## src/rtl/blk_addr_alloc.sv

```systemverilog
// blk_addr_alloc - free-list manager for SRAM block base addresses.
//
// Keeps a circular FIFO of free block indices. After reset an init sweep
// loads index i into entry i (one entry per cycle), then the list serves
// one-cycle allocation requests with one-cycle grants and accepts block
// returns from the output side. Requests that cannot be served at once are
// remembered in a small saturating pending counter.
//
// Ports:
//   i_clk, i_rst_n   clock, asynchronous active-low reset
//   i_addr_req       one-cycle allocation request
//   o_blk_addr_vld   one-cycle grant strobe
//   o_blk_addr       granted block base address (low bits zero), 0 when idle
//   i_free_vld       one-cycle block return strobe
//   i_free_addr      returned block base address (low bits ignored)
//   o_init_done      free list populated after reset
//   o_free_cnt       number of free blocks
//   o_empty          no free blocks
//   o_err_ovf        sticky: return while list full and no same-cycle grant
//   o_err_req_ovf    sticky: request lost to pending counter saturation
//   o_err_dfree      sticky: return of a block not currently allocated
//                    (only when ALLOC_DFREE_CHECK_EN is defined)
//
// Optional feature macro: ALLOC_DFREE_CHECK_EN adds an allocated-block
// bitmap and drops returns of blocks that are not allocated.
//
// Handshake: requests, grants and returns are single-cycle strobes with no
// back-pressure; a request is never refused, it is held pending until a
// free block exists.
module blk_addr_alloc #(
    parameter int ADDR_W         = 11,
    parameter int BLK_WORDS_LOG2 = 4,
    parameter int PEND_W         = 2
) (
    input  logic                               i_clk,
    input  logic                               i_rst_n,
    input  logic                               i_addr_req,
    output logic                               o_blk_addr_vld,
    output logic [ADDR_W-1:0]                  o_blk_addr,
    input  logic                               i_free_vld,
    input  logic [ADDR_W-1:0]                  i_free_addr,
    output logic                               o_init_done,
    output logic [ADDR_W-BLK_WORDS_LOG2:0]     o_free_cnt,
    output logic                               o_empty,
`ifdef ALLOC_DFREE_CHECK_EN
    output logic                               o_err_dfree,
`endif
    output logic                               o_err_ovf,
    output logic                               o_err_req_ovf
);
    localparam int IDX_W   = ADDR_W - BLK_WORDS_LOG2;
    localparam int CNT_W   = IDX_W + 1;
    localparam int NUM_BLK = 1 << IDX_W;
    localparam logic [PEND_W-1:0] PEND_MAX = {PEND_W{1'b1}};
    localparam logic [CNT_W-1:0]  CNT_FULL = CNT_W'(NUM_BLK);

    typedef enum logic {S_INIT, S_RUN} state_t;

    state_t              state_q, state_d;
    logic [IDX_W-1:0]    mem [NUM_BLK];
    logic [IDX_W-1:0]    rd_ptr_q, rd_ptr_d, wr_ptr_q, wr_ptr_d;
    logic [CNT_W-1:0]    count_q, count_d;
    logic [PEND_W-1:0]   pending_q, pending_d;
    logic                grant, push, mem_we;
    logic [IDX_W-1:0]    mem_wdata;
    logic [IDX_W-1:0]    free_idx;
    logic                dfree_bad;
    logic                err_ovf_set, err_req_set;
    logic                vld_q, empty_q, err_ovf_q, err_req_q;
    logic [ADDR_W-1:0]   addr_q;

    // Offset bits of a returned address carry no information.
    logic                unused_free_lsb;
    assign unused_free_lsb = &{1'b0, i_free_addr[BLK_WORDS_LOG2-1:0]};

    assign free_idx = i_free_addr[ADDR_W-1:BLK_WORDS_LOG2];

`ifdef ALLOC_DFREE_CHECK_EN
    logic [NUM_BLK-1:0] alloc_q;
    logic               err_dfree_q;
    assign dfree_bad   = (state_q == S_RUN) && i_free_vld && !alloc_q[free_idx];
    assign o_err_dfree = err_dfree_q;
`else
    assign dfree_bad = 1'b0;
`endif

    always_comb begin
        state_d     = state_q;
        rd_ptr_d    = rd_ptr_q;
        wr_ptr_d    = wr_ptr_q;
        count_d     = count_q;
        pending_d   = pending_q;
        grant       = 1'b0;
        push        = 1'b0;
        mem_we      = 1'b0;
        mem_wdata   = '0;
        err_ovf_set = 1'b0;
        err_req_set = 1'b0;
        case (state_q)
            S_INIT: begin
                // Returns are ignored; requests only accumulate.
                mem_we    = 1'b1;
                mem_wdata = wr_ptr_q;
                wr_ptr_d  = wr_ptr_q + 1'b1;
                if (i_addr_req) begin
                    if (pending_q == PEND_MAX) err_req_set = 1'b1;
                    else                       pending_d   = pending_q + 1'b1;
                end
                if (wr_ptr_q == IDX_W'(NUM_BLK - 1)) begin
                    count_d = CNT_FULL;
                    state_d = S_RUN;
                end
            end
            S_RUN: begin
                grant = ((pending_q != '0) || i_addr_req) && (count_q != '0);
                // A grant without a request only happens with pending != 0,
                // so the decrement cannot underflow.
                case ({i_addr_req, grant})
                    2'b10: begin
                        if (pending_q == PEND_MAX) err_req_set = 1'b1;
                        else                       pending_d   = pending_q + 1'b1;
                    end
                    2'b01:   pending_d = pending_q - 1'b1;
                    default: pending_d = pending_q;
                endcase
                // A same-cycle grant frees a slot, so a full list can still
                // accept the return. The read of mem[rd_ptr] sees the old
                // entry even when rd_ptr == wr_ptr.
                if (i_free_vld && !dfree_bad) begin
                    if ((count_q != CNT_FULL) || grant) push        = 1'b1;
                    else                                err_ovf_set = 1'b1;
                end
                if (push) begin
                    mem_we    = 1'b1;
                    mem_wdata = free_idx;
                    wr_ptr_d  = wr_ptr_q + 1'b1;
                end
                if (grant) rd_ptr_d = rd_ptr_q + 1'b1;
                count_d = count_q + CNT_W'(push) - CNT_W'(grant);
            end
            default: state_d = S_INIT;
        endcase
    end

    always_ff @(posedge i_clk) begin
        if (mem_we) mem[wr_ptr_q] <= mem_wdata;
    end

    always_ff @(posedge i_clk or negedge i_rst_n) begin
        if (!i_rst_n) begin
            state_q   <= S_INIT;
            rd_ptr_q  <= '0;
            wr_ptr_q  <= '0;
            count_q   <= '0;
            pending_q <= '0;
            vld_q     <= 1'b0;
            addr_q    <= '0;
            empty_q   <= 1'b0;
            err_ovf_q <= 1'b0;
            err_req_q <= 1'b0;
        end else begin
            state_q   <= state_d;
            rd_ptr_q  <= rd_ptr_d;
            wr_ptr_q  <= wr_ptr_d;
            count_q   <= count_d;
            pending_q <= pending_d;
            vld_q     <= grant;
            addr_q    <= grant ? {mem[rd_ptr_q], {BLK_WORDS_LOG2{1'b0}}} : '0;
            // Empty is only meaningful once the list is live.
            empty_q   <= (state_d == S_RUN) && (count_d == '0);
            err_ovf_q <= err_ovf_q | err_ovf_set;
            err_req_q <= err_req_q | err_req_set;
        end
    end

`ifdef ALLOC_DFREE_CHECK_EN
    always_ff @(posedge i_clk or negedge i_rst_n) begin
        if (!i_rst_n) begin
            alloc_q     <= '0;
            err_dfree_q <= 1'b0;
        end else begin
            if (push)  alloc_q[free_idx]      <= 1'b0;
            if (grant) alloc_q[mem[rd_ptr_q]] <= 1'b1;
            err_dfree_q <= err_dfree_q | dfree_bad;
        end
    end
`endif

    assign o_blk_addr_vld = vld_q;
    assign o_blk_addr     = addr_q;
    assign o_init_done    = (state_q == S_RUN);
    assign o_free_cnt     = count_q;
    assign o_empty        = empty_q;
    assign o_err_ovf      = err_ovf_q;
    assign o_err_req_ovf  = err_req_q;

endmodule

```

## config.mk

```make
export PLATFORM = sky130hd
export DESIGN_NAME = blk_addr_alloc
export DESIGN_NICKNAME = d
export VERILOG_FILES = /design/src/rtl/blk_addr_alloc.sv
export SDC_FILE = /design/constraint.sdc
export NUM_CORES = 1
export LEC_CHECK = 0
export ABC_CLOCK_PERIOD_IN_PS = 16350
export CORE_UTILIZATION = 40
export DETAILED_ROUTE_END_ITERATION = 6
export PLACE_DENSITY_LB_ADDON = 0.05
export SYNTH_ARGS = -nofsm -noshare
export SYNTH_HDL_FRONTEND = slang
export SYNTH_SLANG_ARGS = --single-unit
```

## constraint.sdc

```tcl
create_clock -name i_clk -period 16.35 [get_ports i_clk]
set_input_delay 4.905 -clock i_clk [delete_from_list [all_inputs] [get_ports i_clk]]
set_output_delay 4.905 -clock i_clk [all_outputs]
set_load 0.03 [all_outputs]
```

* Yosys cells after proc, flatten, opt, wreduce, memory -nomap -nowiden *
Memory sizes are Yosys's and may differ from the RTL's.
Index checks and enable logic that the tools add are counted.

cells by class
  bitwise logic cells = 3
  reduce and logical (&&, ||, !) cells = 9
  add/subtract/negate cells = 6
  mux-type cells = 28
  equality and inequality tests = 8

operators by type and width
  cell                 count
  $pmux 7 s2           2
  $pmux 8 s2           1
  $mux 1               15
  $add 7x1->7 const B  2
  $mux 7               2
  $mux 11              1
  $add 8x1->8          1
  $logic_not 8->1      1
  $mux 8               1
  $ne 8x8->1 const B   1
  $pmux 2 s2           2
  $reduce_bool 8->1    1
  $sub 8x1->8          1
  $eq 7x7->1 const B   1
  $eq 2x2->1 const B   2
  $mux 2               2
  $pmux 1 s2           2
  $reduce_and 2->1     2
  $ne 3x1->1 const B   1
  $add 2x1->2 const B  1
  $eq 2x1->1 const B   1
  $logic_and 1x1->1    2
  $logic_or 1x1->1     2
  $ne 2x1->1 const B   1
  other kinds (5)      6

word-level totals
  memory bits (writable) = 896
  flip-flop bits (word level) = 40
  memories kept = 1
  output and inout port bits = 24
  logic and storage cells = 65
  bits of input ports = 15

memory list
  memory  words  bits a word  rd ports  clocked after memory_dff  write ports  RTL line  source
  mem     128    7            1         0                         1            60        logic [IDX_W-1:0] mem [NUM_BLK];

* Logic depth before layout (Yosys ltp) *
  depth in word-level cells = 12
  mapped depth = 15
  gate-level depth less buffers = 15

* Worst setup path before layout *
OpenSTA, ideal clock, no wires.

  kind = input -> register
  from = in i_addr_req
  to = mem mem[0][0] (netlist name) (data pin)
  data arrival time = 7.978 ns
  setup slack = 7.175 ns
  required time = 15.153 ns
  path buffers = 0
  cell stages on the path = 5
  library setup time = 1.197 ns
  cell sequence = nor2b_1 > o211ai_1 > nor2b_1 > nand2_1 > o21ai_0

on the way
  longest elaborated chain between the ends = 8

ends and longest elaborated chain
  what               RTL line  source
  start, declared    37        input logic i_addr_req,
  $logic_or 1x1->1   115       grant = ((pending_q != '0) || i_addr_req) && (count_q != '0);
  $logic_and 1x1->1  115
  $logic_or 1x1->1   130       if ((count_q != CNT_FULL) || grant) push = 1'b1;
  $mux 1             130
  $mux 1             129       if (i_free_vld && !dfree_bad) begin
  $mux 1             99        case (state_q)
  $mux 7             133       if (push) begin
  $pmux 7 s2         99
  net mem_wdata[0]   65        logic [IDX_W-1:0] mem_wdata;
  end, declared      60

The timed path passes the listed nets, and every way through them passes these cells. The select of a mux whose other input is x is not followed.

* Worst setup path in the final report *
  from = in i_addr_req
  to = mem mem[120][5] (netlist name), enable pin

on the way
  longest elaborated chain between the ends = 10

ends and longest elaborated chain
  what                          RTL line  source
  $logic_or 1x1->1              115
  $logic_and 1x1->1             115
  $logic_or 1x1->1              130
  $mux 1                        130
  $mux 1                        129
  $mux 1                        99
  $mux 1                        133
  $pmux 1 s2                    99
  $mux 1                        146       if (mem_we) mem[wr_ptr_q] <= mem_wdata;
  $mux 1 (implied by the code)  146

No other way between the ends. The select of a mux whose other input is x is not followed.

==> out/qor.yml <==
place:
  dp_slack_ns: 7.61
  portBuffers: 30
  place_congestion: 0.797
  place_inst: 3212
  dp_hpwl_um: 59000
  placed_cell_area_sq_um: 38800
cts:
  cts-root-buf: "clkbuf_16"
  cts_setup_buffers: 0
  clock_sinks: 932
  cts_inserted_buffers: 101
  clk_pin_slew_ns: 0.06
  cts_tree: "done"
  h-tree-depth: 3
  cts_max_path_buffers: 3
  hold_buffers: 0
  clkLatencyLatePin_ns: 0.68
  cts-resized-gates: 0
timing:
  fin_worst_skew_ns: 0.0246
  slew_headroom_pct: 29.5
  fmax_ghz: 0.124
  worst_pin_slew_ns: 1.06
  setup_viol: 0
  fin_crit_ns: 8.06
  tns_ns: 0
  hold_violations: 0
  holdWs_ns: 0.476
  slew_violations: 0
  fin_crit_sh_pct: 49.3
  grt_setup_unrepaired: "false"
  worst_slack_ns: 8.29
synth:
  ys_seq_area_share_pct: 74.7
  avgSynthCellArea_sq_um: 18.5
  synthArstFlopShare_pct: 3.86
  synth-seq-cells: 932
  yosysUniqueCellTypes: 63
  synth_edf_count: 896
  ys_warn_count: 0
  synth_area_sq_um: 37200
  syn_inst: 2016
  synthFlopType: "edfxtp_1"
floorplanning:
  core_area_sq_um: 91900
  rows: 111
  pin_count: 39
  die_y_um: 307
  start_util_pct: 40.5
  dieWidth_um: 307
  die-area_sq_um: 94300
min_path:
  hold_path_depth: 1
  hp-class: "reg -> reg"
  worstHoldStart: "o_err_req_ovf"
  holdPathEnd: "o_err_req_ovf"
power_and_ir_drop:
  swShare_pct: 19.3
  comb_power_share_pct: 0.2
  power_frac_seq_pct: 53.9
  peakVddDrop_mv: 0.0929
  p_int_mw: 3.86
  powerDensity_nw_per_um2: 114
  p_sw_mw: 0.924
  clkPwrFrac_pct: 45.9
  p_leak_nw: 12.8
  finalPower_mw: 4.79
worst_setup_path:
  cp-end-kind: "flop"
  r2r-end: "o_blk_addr[10]"
  worstPathArrival_ns: 8.34
  critPathRequiredTime_ns: 16.63
  ff2ff_setup_slack_ns: 11.24
  start_kind: "input pin"
  rr_startpoint: "rd_ptr_q[0]"
  crit_type: "in -> reg"
  r2r_cells: 9
  cp_max_fo: 15
final_layout:
  num-fill-cells: 7970
  final_util_pct: 45.6
  drive_gt1_share_pct: 16.2
  area_growth_pct: 12.6
  final_area_sq_um: 41900
  n_antenna_cell: 0
  stdcell_count: 3398
  fin_nets: 2104
global_routing:
  track_usage_pct: 20.9
  grt_pass1_vias: 19165
  grt_first_pass_wirelength_um: 141000
  grt_start_max_net_pins: 87
  grt.overflow.total: 0
  antenna_found_initial: 0
drt:
  avgRoutedWirePerCell_um: 28.5
  drc: 0
  via_count: 18845
  first_pass_iters: 5
  first_iter_violations: 1680
  routed_wl_um: 96900
  vias_per_cell: 5.55
  ant_nets: 0
job:
  drv_cap: 0
outcome:
  status: "completed"
[cells in the final DEF (no fill, tap or decap), drive strengths merged, types with 4 or more instances in the layout]
| cell | instances |
|---|---|
| clkinv | 36 |
| buf | 35 |
| conb | 4 |
| nor2 | 170 |
| nor3 | 12 |
| a22o | 5 |
| mux2i | 166 |
| edfxtp | 896 |
| nand3 | 28 |
| a211oi | 9 |
| mux2 | 11 |
| nand2 | 81 |
| clkdlybuf4s50 | 29 |
| xnor2 | 13 |
| o22ai | 6 |
| clkbuf | 139 |
| o21bai | 4 |
| xor2 | 6 |
| or3 | 6 |
| nor2b | 16 |
| mux4 | 147 |
| a221oi | 23 |
| ha | 16 |
| o211ai | 13 |
| a311oi | 5 |
| a22oi | 21 |
| inv | 23 |
| a2111oi | 6 |
| bufinv | 7 |
| o21ai | 47 |
| o221ai | 14 |
| a21oi | 57 |
| dfrtp | 36 |
| and2 | 5 |
| nand2b | 11 |
| a31oi | 9 |
[state kept, by name, indices dropped and copies added, names as in the netlist]
name and count:
o_blk_addr 7, wr_ptr_q 7, o_free_cnt 8, rd_ptr_q 7
o_err_ovf 1, o_err_req_ovf 1, o_init_done 1, o_blk_addr_vld 1
pending_q 2, mem 896, o_empty 1
[power by group through the flow]
stage	logic [mW]	clock network, mW	registers, mW
after floorplan	0.00578	0	2.63
after global placement	0.0107	0	2.63
after detailed placement	0.0110	0	2.63
after CTS	0.0110	2.24	2.58
after global routing	0.0124	2.34	2.58
final	0.0109	2.20	2.58
[worst max path at each step]
stage                    start     endpoint  slack [ns]  depth (start not counted)
global placement    i_addr_req  mem[120][2]        7.63                          7
finish              i_addr_req  mem[120][5]        8.29                          7
detailed placement  i_addr_req  mem[120][2]        7.61                          7
floorplan           i_addr_req    mem[0][0]        7.17                          5
global route        i_addr_req  mem[120][5]        8.11                          7
CTS                 i_addr_req  mem[120][4]        8.33                          7
[logic make-up after synthesis]
logic type / after synthesis / share of synthesized area [%]
AO/OA/AOI/OAI: 244 / 4.50
XOR/XNOR: 19 / 0.447
adder cells (fa/ha/maj): 17 / 0.591
buffers and inverters: 135 / 2.08
flip-flops: 932 / 74.7
multiplexers: 324 / 13.7
other: 1 / 0.0101
AND/OR/NAND/NOR: 344 / 4.01
[cells in the mapped netlist, drive strengths merged, types with 12 or more instances]
master	instances	share of area [%]
buf	70	1.4
nor2b	16	0.27
a221oi	23	0.59
nor2	170	1.7
edfxtp	896	72
o221ai	14	0.33
o21ai	47	0.63
mux2i	166	4.5
inv	20	0.20
nor3	12	0.16
a21oi	57	0.77
ha	16	0.54
nand2	81	0.82
o211ai	13	0.26
xnor2	13	0.31
nand3	28	0.38
a22oi	21	0.42
clkbuf	44	0.44
dfrtp	36	2.4
mux4	147	8.9
[worst max-delay path, cell delays in order]
cell,delay (ns)
clkdlybuf4s50_1,0.58
nor2b_1,0.12
o211ai_1,0.24
nand2_1,0.12
nand2_1,0.46
nand3_2,0.89
nor2_1,0.99
[cell type report]
| type | count | area, sq um | share of cell area, % |
|---|---|---|---|
| Tap cell | 1243 | 1560 | 3.71 |
| Clock buffer | 139 | 2750 | 6.57 |
| Inverter | 21 | 78.8 | 0.188 |
| Clock inverter | 47 | 409 | 0.976 |
| Timing Repair Buffer | 64 | 563 | 1.34 |
| Multi-Input combinational cell | 952 | 8760 | 20.9 |
| Sequential cell | 932 | 27800 | 66.3 |
[metal layers]
metal,GRT usage (%),wire [um],up-vias
li1,-,-,8214
met1,30.9,44900,10049
met2,32.3,45200,460
met3,3.56,4830,122
met4,4.87,2010,0
met5,0,0,-
Note: power is estimated with default switching activity, not from simulation.
==> variant 1, RTL diff (config.mk and constraints unchanged) <==
`ADDR_W`: 11 -> 12.
--- a/src/rtl/blk_addr_alloc.sv
+++ b/src/rtl/blk_addr_alloc.sv
@@ -30,3 +30,3 @@
 module blk_addr_alloc #(
-    parameter int ADDR_W         = 11,
+    parameter int ADDR_W         = 12,
     parameter int BLK_WORDS_LOG2 = 4,
Ports: changed (resized i_free_addr, o_blk_addr and o_free_cnt); port bits go from 39 to 42. The function was not compared with the original's and may differ.
==> variant 1 against the unedited design <==
- cell area increased by 120%
- die area increased by 120%
- routed wire length increased by 140%
- sequential share of layout area increased by 1.6 points
- setup slack got worse by 0.20 ns
- sequential cell count increased by 1156
- clock power increased by 120%
- area after synthesis increased by 120%
- register-to-register slack got worse by 0.84 ns
- synthesized cell count increased by 95%
- non-clock buffer count increased by 63
- total power increased by 120%
- count of clock-buffer cells in the layout increased by 153
- hold slack got worse by 0.0057 ns
- critical endpoint is now mem[87][5]
- largest power group unchanged
- highest routed layer is now met5
==> variant 1: results <==
group,metric,value,unit
run_status,status,"complete, no violations",
power_and_ir_drop,pg_seq,5.79,mW
placement,dpl.hpwl,135.8,mm
power_and_ir_drop,p_clk,4.92,mW
synthesis,synth_edf_count,2048,
layout,multi_input_gates,1580,
layout,seq_cells,2088,
layout,top_register,"mem",
synthesis,syn_area_per_cell,20.78,µm²
synthesis,synth.area.top_cells,"edfxtp_1 (75%), mux4_2 (13%), mux2i_1 (1.9%)",
placement,dp_slack,7.253,ns
power_and_ir_drop,switchingPower,2.113,mW
placement,placed_cells,6496,
routing,first_pass_iters,6,
layout,largest_reg_flops,2048,
routing,drtIter0Drc,3545,
layout,n_all_buffers,127,
clocking,numCtsBuffers,223,
timing,finalClockSkew,0.03059,ns
global_route,grt_usage,22.82,%
clocking,clk_latency,0.86,ns
setup_path,path_max_fanout,83,
synthesis,async_reset_ff_share,1.916,%
synthesis,synth_cell_types,70,
routing,routedWlPerCell,33.81,µm
placement,place_area,85000,µm²
min_path,holdPathEnd,"o_err_req_ovf",
synthesis,synth_commonest_cells,"edfxtp_1 (2,048), mux4_2 (482), nor2_1 (308)",
setup_path,worst-r2r-setup-slack,10.40,ns
layout,multi_input_area,17850,µm²
setup_path,cp.arrival,8.75,ns
routing,via_count,39541,
layout,fillers,17195,
layout,nClkBuffers,292,
layout,fin_nets,4085,
setup_path,r2r-end,"o_blk_addr[6]",
layout,clkCellAreaFrac,7.643,%
layout,inv_count,29,
timing,finalCriticalPeriod,8.263,ns
layout,seq_area,62520,µm²
timing,worst_pin_slew,1.197,ns
power_and_ir_drop,pwr_density_cell,116.4,nW/µm²
global_route,grt_pass1_vias,40614,
placement,io_buffer_count,33,
layout,fin_util,45.50,%
setup_path,crit_end,"mem[87][5]",
layout,nonClkBufAreaFrac,1.283,%
power_and_ir_drop,ir_worst_vdd,0.1046,mV
layout,antenna_cells,4,
global_route,grt_pass1_wl,325.8,mm
timing,whs,0.4698,ns
synthesis,ys_seq_area_share,76.67,%
clocking,htreeDepth,4,
global_route,grt_start_max_net_pins,194,
power_and_ir_drop,leakagePower,26.02,nW
placement,gp_congestion,0.8098,
routing,wl,233.6,mm
global_route,antenna_found_initial,4,
layout,layout-drive-gt1-share,21.98,%
[variant 1: cell count changes after synthesis, sizes merged, moves of 46 or more]
cell and delta:
clkbuf +46, a22oi +47, buf +69, mux4 +335
edfxtp +1152, nor2 +138
[variant 1: kinds of logic after synthesis]
group           count (synthesis)  synth area share (%)
flops                        2088                 76.67
mux                           637                 15.22
simple gates                  532                 2.721
compound gates                365                 3.082
buf+inv                       258                 1.753
xor+xnor                       22                0.2364
fa+ha+maj                      20                0.3162
other cells                     1              0.004600
[variant 1: critical path, stage by stage]
cell and delay (ns):
clkdlybuf4s50_1 0.59, nor2b_1 0.13, and3_1 0.26, nor3_1 0.61, nand2_1 0.23, o21ai_4 0.18, buf_4 0.80, buf_4 0.72
[variant 1: metal layers]
layer  GRT usage (%)  wire, µm
met4           5.991      5553
met1           32.29    103500
met5               0        27
met3           3.125      9882
met2           37.24    114700
==> variant 2, RTL diff (same flow settings) <==
Made on the original files. Put one more register stage on the output `o_err_req_ovf`, with the module's reset. The value now appears one clock later. The other outputs are not delayed to match.
--- a/src/rtl/blk_addr_alloc.sv
+++ b/src/rtl/blk_addr_alloc.sv
@@ -194,3 +194,9 @@
     assign o_err_ovf      = err_ovf_q;
-    assign o_err_req_ovf  = err_req_q;
+    always_ff @(posedge i_clk or negedge i_rst_n) begin
+        if (!i_rst_n) begin
+            o_err_req_ovf <= '0;
+        end else begin
+            o_err_req_ovf <= err_req_q;
+        end
+    end
 
Function: changed (Yosys sat finds a counterexample within 10 cycles, from zero or initial values and one cycle with i_rst_n low).
==> variant 2 against the unedited design <==
- fmax is 0.41% lower
- sequential share of layout area shrank 0.29 points
- area after synthesis rose by 0.13%
- clock power up 4%
- total power is 1.8% higher
- cell area increased by 0.53%
- setup slack got worse by 0.034 ns
- routed wire length up 1.0%
- synthesized cell count about the same
- global-route usage increased by 0.17 points
- sequential cell count rose by 1
==> variant 2: results <==
group,metric,value,unit
global_route,met2_usage,33.13,%
global_route,grt_start_max_net_pins,113,
synthesis,synth_compound_area_share,4.500,%
synthesis,synth.area.top_cells,"edfxtp_1 (72%), mux4_2 (8.6%), mux2i_1 (4.5%)",
synthesis,synth-xor-area-share,0.4463,%
timing,finalClockSkew,0.03221,ns
global_route,grt_pass1_wl,141.5,mm
clocking,numCtsBuffers,100,
setup_path,crit_end,"mem[50][4]",
global_route,use_met1,30.87,%
setup_path,cp.arrival,8.36,ns
min_path,hold_depth,0,
global_route,grt_pass1_vias,19355,
routing,routedWlPerCell,28.82,µm
placement,place_area,38860,µm²
placement,dpl.hpwl,59.57,mm
synthesis,synth_cell_types,65,
setup_path,r2r_start,"rd_ptr_q[2]",
setup_path,reg2reg_depth,8,
layout,fillers,7947,
routing,drtIter0Drc,1613,
layout,fin_nets,2106,
run_status,status,"complete, no violations",
placement,gp_congestion,0.7785,
synthesis,synth_top_area_share,72.16,%
routing,first_pass_iters,6,
==> variant 2: cell types whose count changed in the layout (fill, tap and decap cells not counted), moves of 2 or more <==
cell	change
mux4_1	+4
clkbuf_1	-13
clkinv_2	+4
clkbuf_8	+2
mux4_2	-4
bufinv_16	+5
==> variant 2: power groups by stage <==
stage | Combinational [mW] | Sequential, mW | Clock (mW)
final | 0.0113 | 2.58 | 2.28
after CTS | 0.0116 | 2.58 | 2.32
after floorplan | 0.00578 | 2.63 | 0
after global placement | 0.0113 | 2.63 | 0
after global routing | 0.0130 | 2.58 | 2.42
after detailed placement | 0.0117 | 2.63 | 0
==> variant 2: per-stage QoR <==
| stage | hold slack [ns] | setup WS [ns] | cells |
|---|---|---|---|
| global placement | 0.3650 | 7.586 | 3215 |
| global route | 0.3909 | 8.035 | 3398 |
| finish | 0.3750 | 8.257 | 3399 |
| CTS | 0.3781 | 8.216 | 3398 |
| detailed placement | 0.3656 | 7.530 | 3215 |
| floorplan | 0.3546 | 7.175 | 2020 |
==> variant 2: routing by layer <==
metal | up-vias | routed length (µm)
li1 | 8226 | -
met1 | 10059 | 45410
met2 | 450 | 46010
met3 | 132 | 4687
met4 | 0 | 1854
met5 | - | 0
==> variant 2: layout make-up <==
type	instances	area [µm²]	share of cell area (%)
Timing Repair Buffer	66	590.6	1.401
Multi-Input combinational cell	952	8788	20.85
Clock buffer	127	2708	6.422
Sequential cell	933	27850	66.05
Tap cell	1243	1555	3.689
Antenna cell	1	2.502	0.005935
Clock inverter	56	591.8	1.404
Inverter	21	78.83	0.1870
==> variant 2: worst min-delay path by stage <==
stage	from	end
2_1_floorplan	err_req_q	o_err_req_ovf
6_report	err_req_q	o_err_req_ovf
5_1_grt	err_req_q	o_err_req_ovf
3_3_place_gp	err_req_q	o_err_req_ovf
4_1_cts	err_req_q	o_err_req_ovf
3_5_place_dp	err_req_q	o_err_req_ovf
==> variant 2: cell families (layout without fill, tap and decap cells) <==
family	count (synthesis)	count (layout)
simple gates	345	345
xor+xnor	19	19
buf+inv	135	270
flops	933	933
other cells	1	5
mux	324	324
compound gates	243	243
fa+ha+maj	17	17
